==> src/rtl/mem_port_arbiter_if.sv <==
// Bundle of the fetch, data and memory-side handshake signals around mem_port_arbiter.
// slave is the arbiter's view; master is the requesters-plus-memory environment.
interface mem_port_arbiter_if #(
  parameter int ADDR_W = 64,
  parameter int DATA_W = 64
);
  logic                  i_req_valid;
  logic [ADDR_W-1:0]     i_req_addr;
  logic                  i_req_ready;
  logic                  i_resp_valid;
  logic [DATA_W-1:0]     i_resp_rdata;

  logic                  d_req_valid;
  logic [ADDR_W-1:0]     d_req_addr;
  logic                  d_req_wen;
  logic [DATA_W/8-1:0]   d_req_wmask;
  logic [DATA_W-1:0]     d_req_wdata;
  logic                  d_req_ready;
  logic                  d_resp_valid;
  logic [DATA_W-1:0]     d_resp_rdata;

  logic                  resp_err;

  logic                  mem_req_valid;
  logic [ADDR_W-1:0]     mem_req_addr;
  logic                  mem_req_wen;
  logic [DATA_W/8-1:0]   mem_req_wmask;
  logic [DATA_W-1:0]     mem_req_wdata;
  logic                  mem_req_ready;
  logic                  mem_resp_valid;
  logic [DATA_W-1:0]     mem_resp_rdata;

  modport slave (
    input  i_req_valid, i_req_addr,
    input  d_req_valid, d_req_addr, d_req_wen, d_req_wmask, d_req_wdata,
    input  mem_req_ready, mem_resp_valid, mem_resp_rdata,
    output i_req_ready, i_resp_valid, i_resp_rdata,
    output d_req_ready, d_resp_valid, d_resp_rdata, resp_err,
    output mem_req_valid, mem_req_addr, mem_req_wen, mem_req_wmask, mem_req_wdata
  );

  modport master (
    output i_req_valid, i_req_addr,
    output d_req_valid, d_req_addr, d_req_wen, d_req_wmask, d_req_wdata,
    output mem_req_ready, mem_resp_valid, mem_resp_rdata,
    input  i_req_ready, i_resp_valid, i_resp_rdata,
    input  d_req_ready, d_resp_valid, d_resp_rdata, resp_err,
    input  mem_req_valid, mem_req_addr, mem_req_wen, mem_req_wmask, mem_req_wdata
  );
endinterface

==> src/rtl/mem_port_arbiter.sv <==
// Shares one memory port between instruction fetch and data access, one transaction
// in flight, data priority with a streak limit, and a WAIT timeout that returns an error.
module mem_port_arbiter #(
  parameter int ADDR_W         = 64,
  parameter int DATA_W         = 64,
  parameter int MAX_D_STREAK   = 4,
  parameter int TIMEOUT_CYCLES = 1024
) (
  input  logic                clk,
  input  logic                rst,
  mem_port_arbiter_if.slave   bus,
  output logic [1:0]          debug_arb_state,
  output logic                debug_owner
);

  localparam logic [1:0] ST_IDLE = 2'd0;
  localparam logic [1:0] ST_REQ  = 2'd1;
  localparam logic [1:0] ST_WAIT = 2'd2;

  localparam int STREAK_W = $clog2(MAX_D_STREAK + 1);
  localparam int TCNT_W   = $clog2(TIMEOUT_CYCLES);
  localparam logic [STREAK_W-1:0] STREAK_MAX = STREAK_W'(MAX_D_STREAK);
  localparam logic [TCNT_W-1:0]   TCNT_LAST  = TCNT_W'(TIMEOUT_CYCLES - 1);

  logic [1:0]          state;
  logic                owner_q;
  logic [STREAK_W-1:0] streak;
  logic [TCNT_W-1:0]   tcnt;
  logic [ADDR_W-1:0]   addr_q;
  logic                wen_q;
  logic [DATA_W/8-1:0] wmask_q;
  logic [DATA_W-1:0]   wdata_q;
  logic                i_resp_vld_q;
  logic                d_resp_vld_q;
  logic                resp_err_q;
  logic [DATA_W-1:0]   i_rdata_q;
  logic [DATA_W-1:0]   d_rdata_q;

  logic                grant_i;
  logic                grant_d;
  logic                rsp_done;
  logic [DATA_W-1:0]   rsp_data;

  function automatic logic [STREAK_W-1:0] sat_inc(input logic [STREAK_W-1:0] s);
    return (s == STREAK_MAX) ? s : s + 1'b1;
  endfunction

  // Readies are gated by rst so every output is 0 while reset is held.
  always_comb begin
    grant_i = 1'b0;
    grant_d = 1'b0;
    if (state == ST_IDLE && !rst) begin
      if (bus.d_req_valid && !(bus.i_req_valid && streak == STREAK_MAX))
        grant_d = 1'b1;
      else if (bus.i_req_valid)
        grant_i = 1'b1;
    end
  end

  // A real response on the last timeout cycle takes precedence over the error.
  assign rsp_done = bus.mem_resp_valid || (tcnt == TCNT_LAST);
  assign rsp_data = (bus.mem_resp_valid && !wen_q) ? bus.mem_resp_rdata : '0;

  always_ff @(posedge clk or posedge rst) begin
    if (rst) begin
      state        <= ST_IDLE;
      owner_q      <= 1'b0;
      streak       <= '0;
      tcnt         <= '0;
      addr_q       <= '0;
      wen_q        <= 1'b0;
      wmask_q      <= '0;
      wdata_q      <= '0;
      i_resp_vld_q <= 1'b0;
      d_resp_vld_q <= 1'b0;
      resp_err_q   <= 1'b0;
      i_rdata_q    <= '0;
      d_rdata_q    <= '0;
    end else begin
      i_resp_vld_q <= 1'b0;
      d_resp_vld_q <= 1'b0;
      resp_err_q   <= 1'b0;
      i_rdata_q    <= '0;
      d_rdata_q    <= '0;
      case (state)
        ST_IDLE: begin
          if (grant_d) begin
            owner_q <= 1'b1;
            addr_q  <= bus.d_req_addr;
            wen_q   <= bus.d_req_wen;
            wmask_q <= bus.d_req_wmask;
            wdata_q <= bus.d_req_wdata;
            streak  <= bus.i_req_valid ? sat_inc(streak) : '0;
            state   <= ST_REQ;
          end else if (grant_i) begin
            owner_q <= 1'b0;
            addr_q  <= bus.i_req_addr;
            wen_q   <= 1'b0;
            wmask_q <= '0;
            wdata_q <= '0;
            streak  <= '0;
            state   <= ST_REQ;
          end
        end
        ST_REQ: begin
          if (bus.mem_req_ready) begin
            tcnt  <= '0;
            state <= ST_WAIT;
          end
        end
        ST_WAIT: begin
          if (rsp_done) begin
            resp_err_q <= !bus.mem_resp_valid;
            if (owner_q) begin
              d_resp_vld_q <= 1'b1;
              d_rdata_q    <= rsp_data;
            end else begin
              i_resp_vld_q <= 1'b1;
              i_rdata_q    <= rsp_data;
            end
            state <= ST_IDLE;
          end else begin
            tcnt <= tcnt + 1'b1;
          end
        end
        default: state <= ST_IDLE;
      endcase
    end
  end

  assign bus.i_req_ready   = grant_i;
  assign bus.d_req_ready   = grant_d;
  assign bus.i_resp_valid  = i_resp_vld_q;
  assign bus.i_resp_rdata  = i_rdata_q;
  assign bus.d_resp_valid  = d_resp_vld_q;
  assign bus.d_resp_rdata  = d_rdata_q;
  assign bus.resp_err      = resp_err_q;
  assign bus.mem_req_valid = (state == ST_REQ);
  assign bus.mem_req_addr  = addr_q;
  assign bus.mem_req_wen   = wen_q;
  assign bus.mem_req_wmask = wmask_q;
  assign bus.mem_req_wdata = wdata_q;
  assign debug_arb_state   = state;
  assign debug_owner       = owner_q;

endmodule
==> src/flat_wrapper.sv <==
// flat-port wrapper written by rule: the top's interface ports become plain ports
module mem_port_arbiter_flat 
#(
  parameter int ADDR_W         = 64,
  parameter int DATA_W         = 64,
  parameter int MAX_D_STREAK   = 4,
  parameter int TIMEOUT_CYCLES = 1024
)
  (clk, rst, debug_arb_state, debug_owner, bus_i_req_valid, bus_i_req_addr, bus_d_req_valid, bus_d_req_addr, bus_d_req_wen, bus_d_req_wmask, bus_d_req_wdata, bus_mem_req_ready, bus_mem_resp_valid, bus_mem_resp_rdata, bus_i_req_ready, bus_i_resp_valid, bus_i_resp_rdata, bus_d_req_ready, bus_d_resp_valid, bus_d_resp_rdata, bus_resp_err, bus_mem_req_valid, bus_mem_req_addr, bus_mem_req_wen, bus_mem_req_wmask, bus_mem_req_wdata);
  mem_port_arbiter_if #(.ADDR_W(ADDR_W), .DATA_W(DATA_W)) bus_i ();
  input  logic clk;
  input  logic rst;
  output logic [1:0] debug_arb_state;
  output logic debug_owner;
  input wire logic [$bits(bus_i.i_req_valid)-1:0] bus_i_req_valid;
  input wire logic [$bits(bus_i.i_req_addr)-1:0] bus_i_req_addr;
  input wire logic [$bits(bus_i.d_req_valid)-1:0] bus_d_req_valid;
  input wire logic [$bits(bus_i.d_req_addr)-1:0] bus_d_req_addr;
  input wire logic [$bits(bus_i.d_req_wen)-1:0] bus_d_req_wen;
  input wire logic [$bits(bus_i.d_req_wmask)-1:0] bus_d_req_wmask;
  input wire logic [$bits(bus_i.d_req_wdata)-1:0] bus_d_req_wdata;
  input wire logic [$bits(bus_i.mem_req_ready)-1:0] bus_mem_req_ready;
  input wire logic [$bits(bus_i.mem_resp_valid)-1:0] bus_mem_resp_valid;
  input wire logic [$bits(bus_i.mem_resp_rdata)-1:0] bus_mem_resp_rdata;
  output wire logic [$bits(bus_i.i_req_ready)-1:0] bus_i_req_ready;
  output wire logic [$bits(bus_i.i_resp_valid)-1:0] bus_i_resp_valid;
  output wire logic [$bits(bus_i.i_resp_rdata)-1:0] bus_i_resp_rdata;
  output wire logic [$bits(bus_i.d_req_ready)-1:0] bus_d_req_ready;
  output wire logic [$bits(bus_i.d_resp_valid)-1:0] bus_d_resp_valid;
  output wire logic [$bits(bus_i.d_resp_rdata)-1:0] bus_d_resp_rdata;
  output wire logic [$bits(bus_i.resp_err)-1:0] bus_resp_err;
  output wire logic [$bits(bus_i.mem_req_valid)-1:0] bus_mem_req_valid;
  output wire logic [$bits(bus_i.mem_req_addr)-1:0] bus_mem_req_addr;
  output wire logic [$bits(bus_i.mem_req_wen)-1:0] bus_mem_req_wen;
  output wire logic [$bits(bus_i.mem_req_wmask)-1:0] bus_mem_req_wmask;
  output wire logic [$bits(bus_i.mem_req_wdata)-1:0] bus_mem_req_wdata;
  assign bus_i.i_req_valid = bus_i_req_valid;
  assign bus_i.i_req_addr = bus_i_req_addr;
  assign bus_i.d_req_valid = bus_d_req_valid;
  assign bus_i.d_req_addr = bus_d_req_addr;
  assign bus_i.d_req_wen = bus_d_req_wen;
  assign bus_i.d_req_wmask = bus_d_req_wmask;
  assign bus_i.d_req_wdata = bus_d_req_wdata;
  assign bus_i.mem_req_ready = bus_mem_req_ready;
  assign bus_i.mem_resp_valid = bus_mem_resp_valid;
  assign bus_i.mem_resp_rdata = bus_mem_resp_rdata;
  assign bus_i_req_ready = bus_i.i_req_ready;
  assign bus_i_resp_valid = bus_i.i_resp_valid;
  assign bus_i_resp_rdata = bus_i.i_resp_rdata;
  assign bus_d_req_ready = bus_i.d_req_ready;
  assign bus_d_resp_valid = bus_i.d_resp_valid;
  assign bus_d_resp_rdata = bus_i.d_resp_rdata;
  assign bus_resp_err = bus_i.resp_err;
  assign bus_mem_req_valid = bus_i.mem_req_valid;
  assign bus_mem_req_addr = bus_i.mem_req_addr;
  assign bus_mem_req_wen = bus_i.mem_req_wen;
  assign bus_mem_req_wmask = bus_i.mem_req_wmask;
  assign bus_mem_req_wdata = bus_i.mem_req_wdata;
  mem_port_arbiter #(.ADDR_W(ADDR_W), .DATA_W(DATA_W), .MAX_D_STREAK(MAX_D_STREAK), .TIMEOUT_CYCLES(TIMEOUT_CYCLES)) u_core (.clk(clk), .rst(rst), .bus(bus_i), .debug_arb_state(debug_arb_state), .debug_owner(debug_owner));
endmodule
==> config.mk <==
export PLATFORM = sky130hd
export DESIGN_NAME = mem_port_arbiter_flat
export DESIGN_NICKNAME = d
export VERILOG_FILES = /design/src/rtl/mem_port_arbiter_if.sv /design/src/rtl/mem_port_arbiter.sv /design/src/flat_wrapper.sv
export SDC_FILE = /design/constraint.sdc
export NUM_CORES = 1
export LEC_CHECK = 0
export BUFFER_PORTS_ARGS = -buffer_cell sky130_fd_sc_hd__buf_2
export CAP_MARGIN = 20
export CORE_AREA = 2 2 214 216
export CTS_CLUSTER_DIAMETER = 30
export CTS_CLUSTER_SIZE = 40
export DETAILED_ROUTE_END_ITERATION = 8
export DIE_AREA = 0 0 216 218
export GPL_TIMING_DRIVEN = 0
export PLACE_DENSITY = 0.51
export RECOVER_POWER = 25
export SYNTH_ARGS = -nofsm -noshare
export SYNTH_HDL_FRONTEND = slang
export SYNTH_SLANG_ARGS = --single-unit
==> constraint.sdc <==
create_clock -name clk -period 12.2 [get_ports clk]
set_input_delay 1.22 -clock clk [delete_from_list [all_inputs] [get_ports clk]]
set_output_delay 1.22 -clock clk [all_outputs]
set_load 0.01 [all_outputs]
# Yosys cells after proc, flatten, opt, wreduce, memory -nomap -nowiden

Index checks and enable logic that the tools add are counted.

Bits in registers: 284
Input port bits: 271
Output and inout port bits: 274
Logic and storage cells: 81

Equal/unequal tests: 9
Reductions and logical operators: 16
$add $sub $neg: 2
Multiplexer cells: 41

Operators with widths:

| operator                                                        | count |
|---|---|
| 64-bit two-way mux                                              | 11 |
| 10-bit two-way mux                                              | 2 |
| 10-bit one-hot mux with 2 select lines                          | 1 |
| 1-bit two-way mux                                               | 16 |
| 8-bit two-way mux                                               | 2 |
| 3-bit two-way mux                                               | 4 |
| 10-bit by 1-bit adder with 10-bit output, second input constant | 1 |
| 10-bit == test, second input constant                           | 1 |
| 3-bit AND reduction                                             | 3 |
| 2-bit two-way mux                                               | 4 |
| 3-bit != test, second input constant                            | 2 |
| 2-bit one-hot mux with 3 select lines                           | 1 |
| 1-bit logical AND                                               | 4 |
| 1-bit logical NOT                                               | 4 |
| 2-bit != test, second input constant                            | 2 |
| 2-bit nonzero test                                              | 2 |
| 3-bit by 1-bit adder with 3-bit output, second input constant   | 1 |
| 3-bit == test, second input constant                            | 1 |
| 2-bit by 1-bit == test with 1-bit output, second input constant | 1 |
| 2-bit == test, second input constant                            | 1 |
| 2-bit logical NOT                                               | 1 |
| 2-bit by 1-bit != test with 1-bit output, second input constant | 1 |
| 2-bit AND reduction                                             | 1 |
| 1-bit logical OR                                                | 1 |

# Depth between registers and ports, before layout

Gate-level depths: netlist of the first run.

Depth after elaboration: 9
Depth in mapped cells: 9
Gate-level depth less buffers: 7

# Worst setup path before layout of the first run

No wires, ideal clock.

Path kind: input to output
Start point: input port rst
End point: output port bus_d_req_ready
Data required time: 10,980 ps
Stages on the path: 5
Buffers on the path: 2
Setup slack: 8,951 ps
Data arrival time: 2,029 ps
Cell sequence: nor3_2 nand3_1 inv_1 buf_2 buf_2

Word-level cells in the longest chain between the ends: 3

RTL lines:

| what              | line                   | text |
|---|---|---|
| from (decl)       | flat_wrapper.sv:12     | `input logic rst;` |
| 1-bit logical NOT | mem_port_arbiter.sv:52 | `if (state == ST_IDLE && !rst) begin` |
| 1-bit logical AND | mem_port_arbiter.sv:52 |  |
| 1-bit two-way mux | mem_port_arbiter.sv:52 |  |
| to (decl)         | flat_wrapper.sv:28     | `output wire logic [$bits(bus_i.d_req_ready)-1:0] bus_d_req_ready;` |

Every way passes these cells.

# Final worst setup path of the first run

Same ends and word-level chain as after synthesis.

==> results of run 1 <==
-- cell type report --
type / instances / area, sq um
Multi-Input combinational cell: 407 / 3000
Clock inverter: 45 / 707
Antenna cell: 2 / 5.00
Fill cell: 4531 / 28200
Clock buffer: 88 / 1990
Tap cell: 600 / 751
Buffer: 57 / 290
Sequential cell: 284 / 7110
Inverter: 7 / 27.5
Timing Repair Buffer: 548 / 2800
-- cells by family (layout without fill, tap and decap cells) --
group                    after synthesis  after routing  synth area share [%]
flip-flops                           284            284                  68.2
multiplexers                           3              3                 0.300
other                                  0              2                     0
AO/OA/AOI/OAI                        160            160                  13.9
buffers and inverters                 64            745                  3.04
adder cells (fa/ha/maj)                3              3                 0.360
AND/OR/NAND/NOR                      241            241                  14.2
-- routing by layer --
layer | vias up | global-route usage (%) | wire (um) | share of wire (%)
li1 | 4024 | - | - | -
met1 | 4352 | 20.1 | 16400 | 40
met2 | 466 | 28.6 | 20000 | 49
met3 | 65 | 6.74 | 3700 | 9.0
met4 | 6 | 5.82 | 813 | 2.0
met5 | - | 0 | 44 | 0.11
-- critical path, delay by kind of cell --
kind          cells  cell delay (ns)
simple gates      2             0.54
buf+inv           5             1.11
-- stage by stage --
step	total power [mW]	utilization, %	hold slack [ns]	area (sq um)	TNS [ns]
2_1_floorplan	1.85	-	0.460	10400	0
6_report	4.46	37.1	0.487	16700	0
4_1_cts	4.53	37.2	0.492	16700	0
5_1_grt	4.66	37.1	0.501	16700	0
3_5_place_dp	2.39	31.1	0.477	14000	0
3_3_place_gp	2.38	31.0	0.480	13900	-53.34
-- state kept, by name, indices dropped and copies added (netlist names) --
| name | count |
|---|---|
| u_core.bus.i_resp_rdata | 64 |
| u_core.bus.resp_err | 1 |
| u_core.bus.mem_req_wdata | 64 |
| u_core.bus.mem_req_addr | 64 |
| u_core.bus.d_resp_valid | 1 |
| u_core.bus.d_resp_rdata | 64 |
| u_core.bus.i_resp_valid | 1 |
| u_core.debug_owner | 1 |
| u_core.streak | 3 |
| u_core.bus.mem_req_wen | 1 |
| u_core.debug_arb_state | 2 |
| u_core.bus.mem_req_wmask | 8 |
| u_core.tcnt | 10 |
-- power by group through the flow --
| stage | sequential (mW) | combinational, mW | clock (mW) |
|---|---|---|---|
| global route | 1.39 | 1.09 | 2.19 |
| global placement | 1.36 | 1.02 | 0 |
| CTS | 1.35 | 1.03 | 2.14 |
| floorplan | 1.47 | 0.379 | 0 |
| finish | 1.36 | 1.00 | 2.10 |
| detailed placement | 1.36 | 1.03 | 0 |
-- cells in the mapped netlist, drive strengths merged --
| master | number |
|---|---|
| dfrtp | 284 |
| and2 | 128 |
| a22o | 73 |
| and3 | 68 |
| a221o | 64 |
| buf | 30 |
| clkbuf | 27 |
| nand2 | 11 |
| nand3 | 9 |
| inv | 7 |
| o21ai | 7 |
| a21oi | 5 |
| nor2 | 5 |
| nor2b | 4 |
| nor3 | 4 |
| ha | 3 |
| a211o | 2 |
| a31oi | 2 |
| a41oi | 2 |
| mux2i | 2 |
| nand2b | 2 |
| nand3b | 2 |
| nand4 | 2 |
| nor3b | 2 |
| o21a | 2 |
| a21boi | 1 |
| a32o | 1 |
| and4 | 1 |
| mux2 | 1 |
| nor4b | 1 |
| o211ai | 1 |
| or3 | 1 |
| or3b | 1 |
-- final timing paths --
kind	startpoint	endpoint	slack (ns)	cells after the start
setup / recovery	rst	bus_d_req_ready	8.09	7
max in group asynchronous	rst	u_core.bus.d_resp_rdata[33]	9.44	3
min in group asynchronous	rst	u_core.bus.i_resp_valid	1.31	2
hold reg to reg	u_core.bus.mem_req_wdata[42]	u_core.bus.mem_req_wdata[42]	0.49	1
setup reg to reg	u_core.debug_arb_state[0]	u_core.bus.i_resp_rdata[3]	9.72	5
hold / removal	u_core.bus.mem_req_wdata[42]	u_core.bus.mem_req_wdata[42]	0.49	1
==> flow_metrics.tcl, run 1 <==
set metrics [dict create \
    comb_power_share_pct 22.6 \
    crit_path_end_kind "output port" \
    drv_slew 49 \
    cpPeakStageDelay_ns 0.36 \
    remaining_drc_errors 0 \
    hold_viol_final 0 \
    final_common_cell "buf_2" \
    cts_buffers 73 \
    min_period_ns 4.11 \
    port-buffer-count 544 \
    crit_path_max_fanout 10 \
    viasPerCell 4.37 \
    grt_pass1_wl_mm 60.3 \
    power_density_nw_per_um2 267 \
    wl_per_cell_um 20.1 \
    syn_avg_cell_area_sq_um 13.8 \
    nNetsFinal 1652 \
    yosys_warnings 0 \
    syn_inst 755 \
    crit_path_frequent_cell "buf_2" \
    syn_nets 1029 \
    drt_pre_antenna_iters 5 \
    path_clk_slew_ns 0.04 \
    hold_class "reg2reg" \
    worstSetupPathType "in2out" \
    cts.htree.levels 3 \
    irDropWorstVdd_mv 0.141 \
    cts_setup_buffers 0 \
    internal-power_mw 3.12 \
    cts_resized 0 \
    grt_antenna_before_repair 6 \
    netlist_area_sq_um 10400 \
    setup_viol 0 \
    cts_buffer_depth 3 \
    power_frac_seq_pct 30.4 \
    die-area_sq_um 47100 \
    gp_congestion 0.867 \
    post-route-period-util_pct 33.7 \
    crit_path_start_kind "primary input" \
    cts_sinks 284 \
    grt_usage_pct 17.1 \
    die_x_um 216 \
    netlist.area_leader.share_pct 68.2 \
    skew_ns 0.0201 \
    slew_headroom_pct -61.5 \
    syn2layout_area_growth_pct 59.9 \
    rows 78 \
    root_buffer "clkbuf_16" \
    grt_max_degree 130 \
    setup_slack_ns 8.09 \
    synth_seq_cells 284 \
    rsz0062_at_grt "no" \
    ctsHoldBuffers 0 \
    final_cell_mix "buf_2, dfrtp_1, and2_1" \
    clockPowerShare_pct 47.0 \
    drive_gt1_share_pct 49.7 \
    initial_utilization_pct 23.2 \
    pin_count 545 \
    dp_hpwl_mm 30.6 \
    p_sw_mw 1.33 \
    drt_iter0_markers 529 \
    vias 8913 \
    synth_cell_type_count 41 \
    status "finished with violations" \
    grt_pass1_vias 9657 \
    switching_share_pct 30.0 \
    place_inst 1903 \
    drtAntennaViolNets 0 \
    post-place-ws_ns 7.96 \
    violations "max-capacitance violations, max-slew violations" \
    p_leak_nw 9.17 \
    cap_violations 1 \
    slowest_stage "buf_2" \
    core_area_sq_um 44900 \
    synth_area_leaders "dfrtp_1, and2_1, a221o_1, a22o_1, and3_1" \
    crit_arrival_ns 2.89 \
    clkLatencyLatePin_ns 0.58 \
    grt-ovfl-total 0 \
    cp.required_ns 10.98 \
    stdcell_count 2038 \
    worst_pin_slew_ns 2.41 \
    crit_chain "clkbuf_1, nor3_2, nand3_1, inv_1, buf_2, buf_2, buf_2" \
    cts_tree "built" \
    synth_area_leader_cell "dfrtp_1" \
    seq_area_frac_synth_pct 68.2 \
    die_y_um 218 \
    drt_wl_total_mm 41.0 \
    max_freq_ghz 0.243 \
]
Note: power is estimated with default switching activity, not from simulation.
==> inputs of run 2 (changes only) <==
--- a/config.mk
+++ b/config.mk
@@ -5,15 +5,16 @@
 export SDC_FILE = /design/constraint.sdc
 export NUM_CORES = 1
 export LEC_CHECK = 0
+export ABC_AREA = 1
 export BUFFER_PORTS_ARGS = -buffer_cell sky130_fd_sc_hd__buf_2
 export CAP_MARGIN = 20
-export CORE_AREA = 2 2 214 216
+export CORE_AREA = 2 2 215 217
 export CTS_CLUSTER_DIAMETER = 30
 export CTS_CLUSTER_SIZE = 40
 export DETAILED_ROUTE_END_ITERATION = 8
-export DIE_AREA = 0 0 216 218
+export DIE_AREA = 0 0 217 219
 export GPL_TIMING_DRIVEN = 0
-export PLACE_DENSITY = 0.51
+export PLACE_DENSITY = 0.53
 export RECOVER_POWER = 25
 export SYNTH_ARGS = -nofsm -noshare
 export SYNTH_HDL_FRONTEND = slang
==> constraint.sdc (replaced) <==
create_clock -name clk -period 3.7 [get_ports clk]
set_input_delay 0.37 -clock clk [delete_from_list [all_inputs] [get_ports clk]]
set_output_delay 0.37 -clock clk [all_outputs]
set_load 0.01 [all_outputs]
==> run 2 against run 1 <==
Effect of this change:
- the flow still finishes with violations (max-capacitance violations, max-slew violations)
- setup slack lost 7.6 ns
- register-to-register slack lost 8.3 ns
- sequential share of layout area shrank 3.9 points
- cell area grew 10%
- critical path type unchanged
==> flow_metrics.tcl, run 2 <==
set metrics [dict create \
    status "finished with violations" \
    violations "max-capacitance violations, max-slew violations" \
    ys.flop_type "dfrtp_1" \
    synth_enable_flop_cells 0 \
    pin_count 545 \
    grt_max_degree 43 \
    drive_gt1_share_pct 38.5 \
    fillers 4483 \
    worst_pin_slew_ns 2.21 \
    reg2reg_to "u_core.bus.mem_req_addr[63]" \
    die_y_um 219 \
    rsz0062_at_grt "no" \
    seq_area_frac_synth_pct 66.0 \
    cts.htree.levels 3 \
    stdcell_count 2538 \
    yosysMostFrequentCell "nand2_1" \
    crit_path_max_fanout 37 \
    crit_path_start_kind "primary input" \
    drt_wl_total_mm 40.8 \
    internal-power_mw 10.2 \
    slowest_stage "dlygate4sd3_1" \
    switching_share_pct 30.7 \
    die_x_um 217 \
    crit_path_end "bus_i_req_ready" \
    reg2reg_slack_ns 1.42 \
    syn2layout_area_growth_pct 70.3 \
    grt_pass1_vias 10989 \
    rows 78 \
    finish.utilization_pct 40.7 \
    drt_pre_antenna_iters 5 \
    final_cell_mix "buf_2, nand2_1, dfrtp_1" \
    synth_area_leader_cell "dfrtp_1" \
    irDropWorstVdd_mv 0.400 \
    yosys-top-cells-count "nand2_1, dfrtp_1, nor2_1, o21ai_0, o21ai_1" \
    syn_avg_cell_area_sq_um 9.48 \
    crit_arrival_ns 2.85 \
    ys_async_sr_fraction_pct 100 \
    comb_power_share_pct 23.1 \
    hold_ws_ns 0.0507 \
    cts_buffer_depth 3 \
    cts_tree "built" \
    viasPerCell 4.17 \
    cts_resized 0 \
    path_clk_slew_ns 0.04 \
    placed_cell_area_sq_um 14500 \
    clkLatencyLatePin_ns 0.59 \
    cpPeakStageDelay_ns 0.56 \
    grt_antenna_before_repair 3 \
    cap_violations 2 \
    grt-ovfl-total 0 \
    finalPower_mw 14.7 \
    crit_chain "dlygate4sd3_1, clkbuf_1, clkinvlp_4, buf_12, buf_12, nand2_2, inv_2, nand2_2, nor2_1, buf_2" \
    core_area_sq_um 45100 \
    synth_area_leaders "dfrtp_1, nand2_1, nor2_1, o21ai_0, o21ai_1" \
    grt_usage_pct 16.8 \
    r2r-start "u_core.streak[0]" \
    initial_utilization_pct 23.9 \
    setup_viol 0 \
    p_sw_mw 4.50 \
    dp_hpwl_mm 29.3 \
    skew_ns 0.0236 \
    nNetsFinal 2151 \
    worstSetupPathType "in2out" \
    drv_slew 84 \
    drtAntennaViolNets 0 \
    slew_headroom_pct -47.2 \
    cts_buffers 74 \
    die-area_sq_um 47500 \
    synth_seq_cells 284 \
    vias 10585 \
    crit_start "rst" \
    hold_viol_final 0 \
    synth_cell_type_count 25 \
    wl_per_cell_um 16.1 \
    clockPowerShare_pct 47.8 \
    netlist.area_leader.share_pct 66.0 \
    root_buffer "clkbuf_16" \
    netlist_area_sq_um 10800 \
    yosys_warnings 0 \
    remaining_drc_errors 0 \
    multiInputGateArea_sq_um 3170 \
    p_leak_nw 9.95 \
    cts_sinks 284 \
    syn_nets 1410 \
    cp.required_ns 3.33 \
    power_frac_seq_pct 29.1 \
    drt_iter0_markers 550 \
    port-buffer-count 544 \
    final_common_cell "buf_2" \
    crit_path_end_kind "output port" \
    hold_class "in2reg" \
    power_density_nw_per_um2 799 \
    min_period_ns 3.22 \
    place_inst 2287 \
    layout.area.seq_sq_um 7110 \
    post-route-period-util_pct 87.1 \
    max_freq_ghz 0.310 \
    syn_inst 1136 \
    gp_congestion 0.901 \
    grt_pass1_wl_mm 61.1 \
    stdcell_area_sq_um 18300 \
    r2r.worst_path.cells 13 \
]
run 2: routing by layer:
metal | global-route usage (%) | share of wire (%) | up-vias
met2 | 28.0 | 48 | 457
met5 | 0 | 0 | -
li1 | - | - | 5077
met1 | 19.4 | 40 | 4950
met3 | 4.59 | 7.2 | 101
met4 | 9.77 | 4.2 | 0
run 2: worst min-delay path by stage:
stage | from | depth (start not counted) | to
2_1_floorplan | bus_mem_resp_valid | 1 | u_core.bus.resp_err
3_3_place_gp | u_core.bus.mem_req_wdata[12] | 2 | u_core.bus.mem_req_wdata[12]
3_5_place_dp | u_core.bus.mem_req_wdata[50] | 2 | u_core.bus.mem_req_wdata[50]
4_1_cts | bus_d_req_addr[52] | 3 | u_core.bus.mem_req_addr[52]
5_1_grt | bus_mem_resp_rdata[27] | 3 | u_core.bus.i_resp_rdata[27]
6_report | bus_mem_resp_rdata[8] | 3 | u_core.bus.i_resp_rdata[8]
run 2: stage by stage:
step | setup slack, ns | setup TNS, ns
after global placement | -4.52 | -1288.53
after CTS | 0.193 | 0
after global routing | 0.201 | 0
after detailed placement | 0.689 | 0
after floorplan | -1.98 | -410.26
final | 0.477 | 0
run 2: cell families after synthesis:
group                      share of synthesized area, %
AOI/OAI and AO/OA                                  6.55
adders and majority gates                         0.349
buffers and inverters                              4.58
DFF                                                66.0
and+or+nand+nor                                    22.5
run 2: power by group through the flow:
stage	clock [mW]	combinational [mW]	sequential [mW]
finish	7.01	3.38	4.27
detailed placement	0	3.33	4.28
global placement	0	3.28	4.27
CTS	7.14	3.44	4.26
floorplan	0	1.47	4.60
global route	7.34	3.75	4.35
run 2: final cells by class:
class	instances	area share [%]
Clock buffer	93	11.2
Tap cell	600	4.09
Sequential cell	284	38.7
Timing Repair inverter	1	0.0273
Buffer	66	2.75
Inverter	25	0.532
Multi-Input combinational cell	761	17.3
Clock inverter	41	3.72
Antenna cell	3	0.0409
Timing Repair Buffer	664	21.6
run 2: timing repair:
item	in CTS	in global routing
endpoints found under the setup margin	0	1
buffers inserted	0	0
hold buffers	113	0
endpoints found under the hold margin	157	0
run 2: worst max-delay path, delay by kind of cell:
kind                   cells  cell delay (ns)
buffers and inverters      7             1.88
AND/OR/NAND/NOR            3             0.57
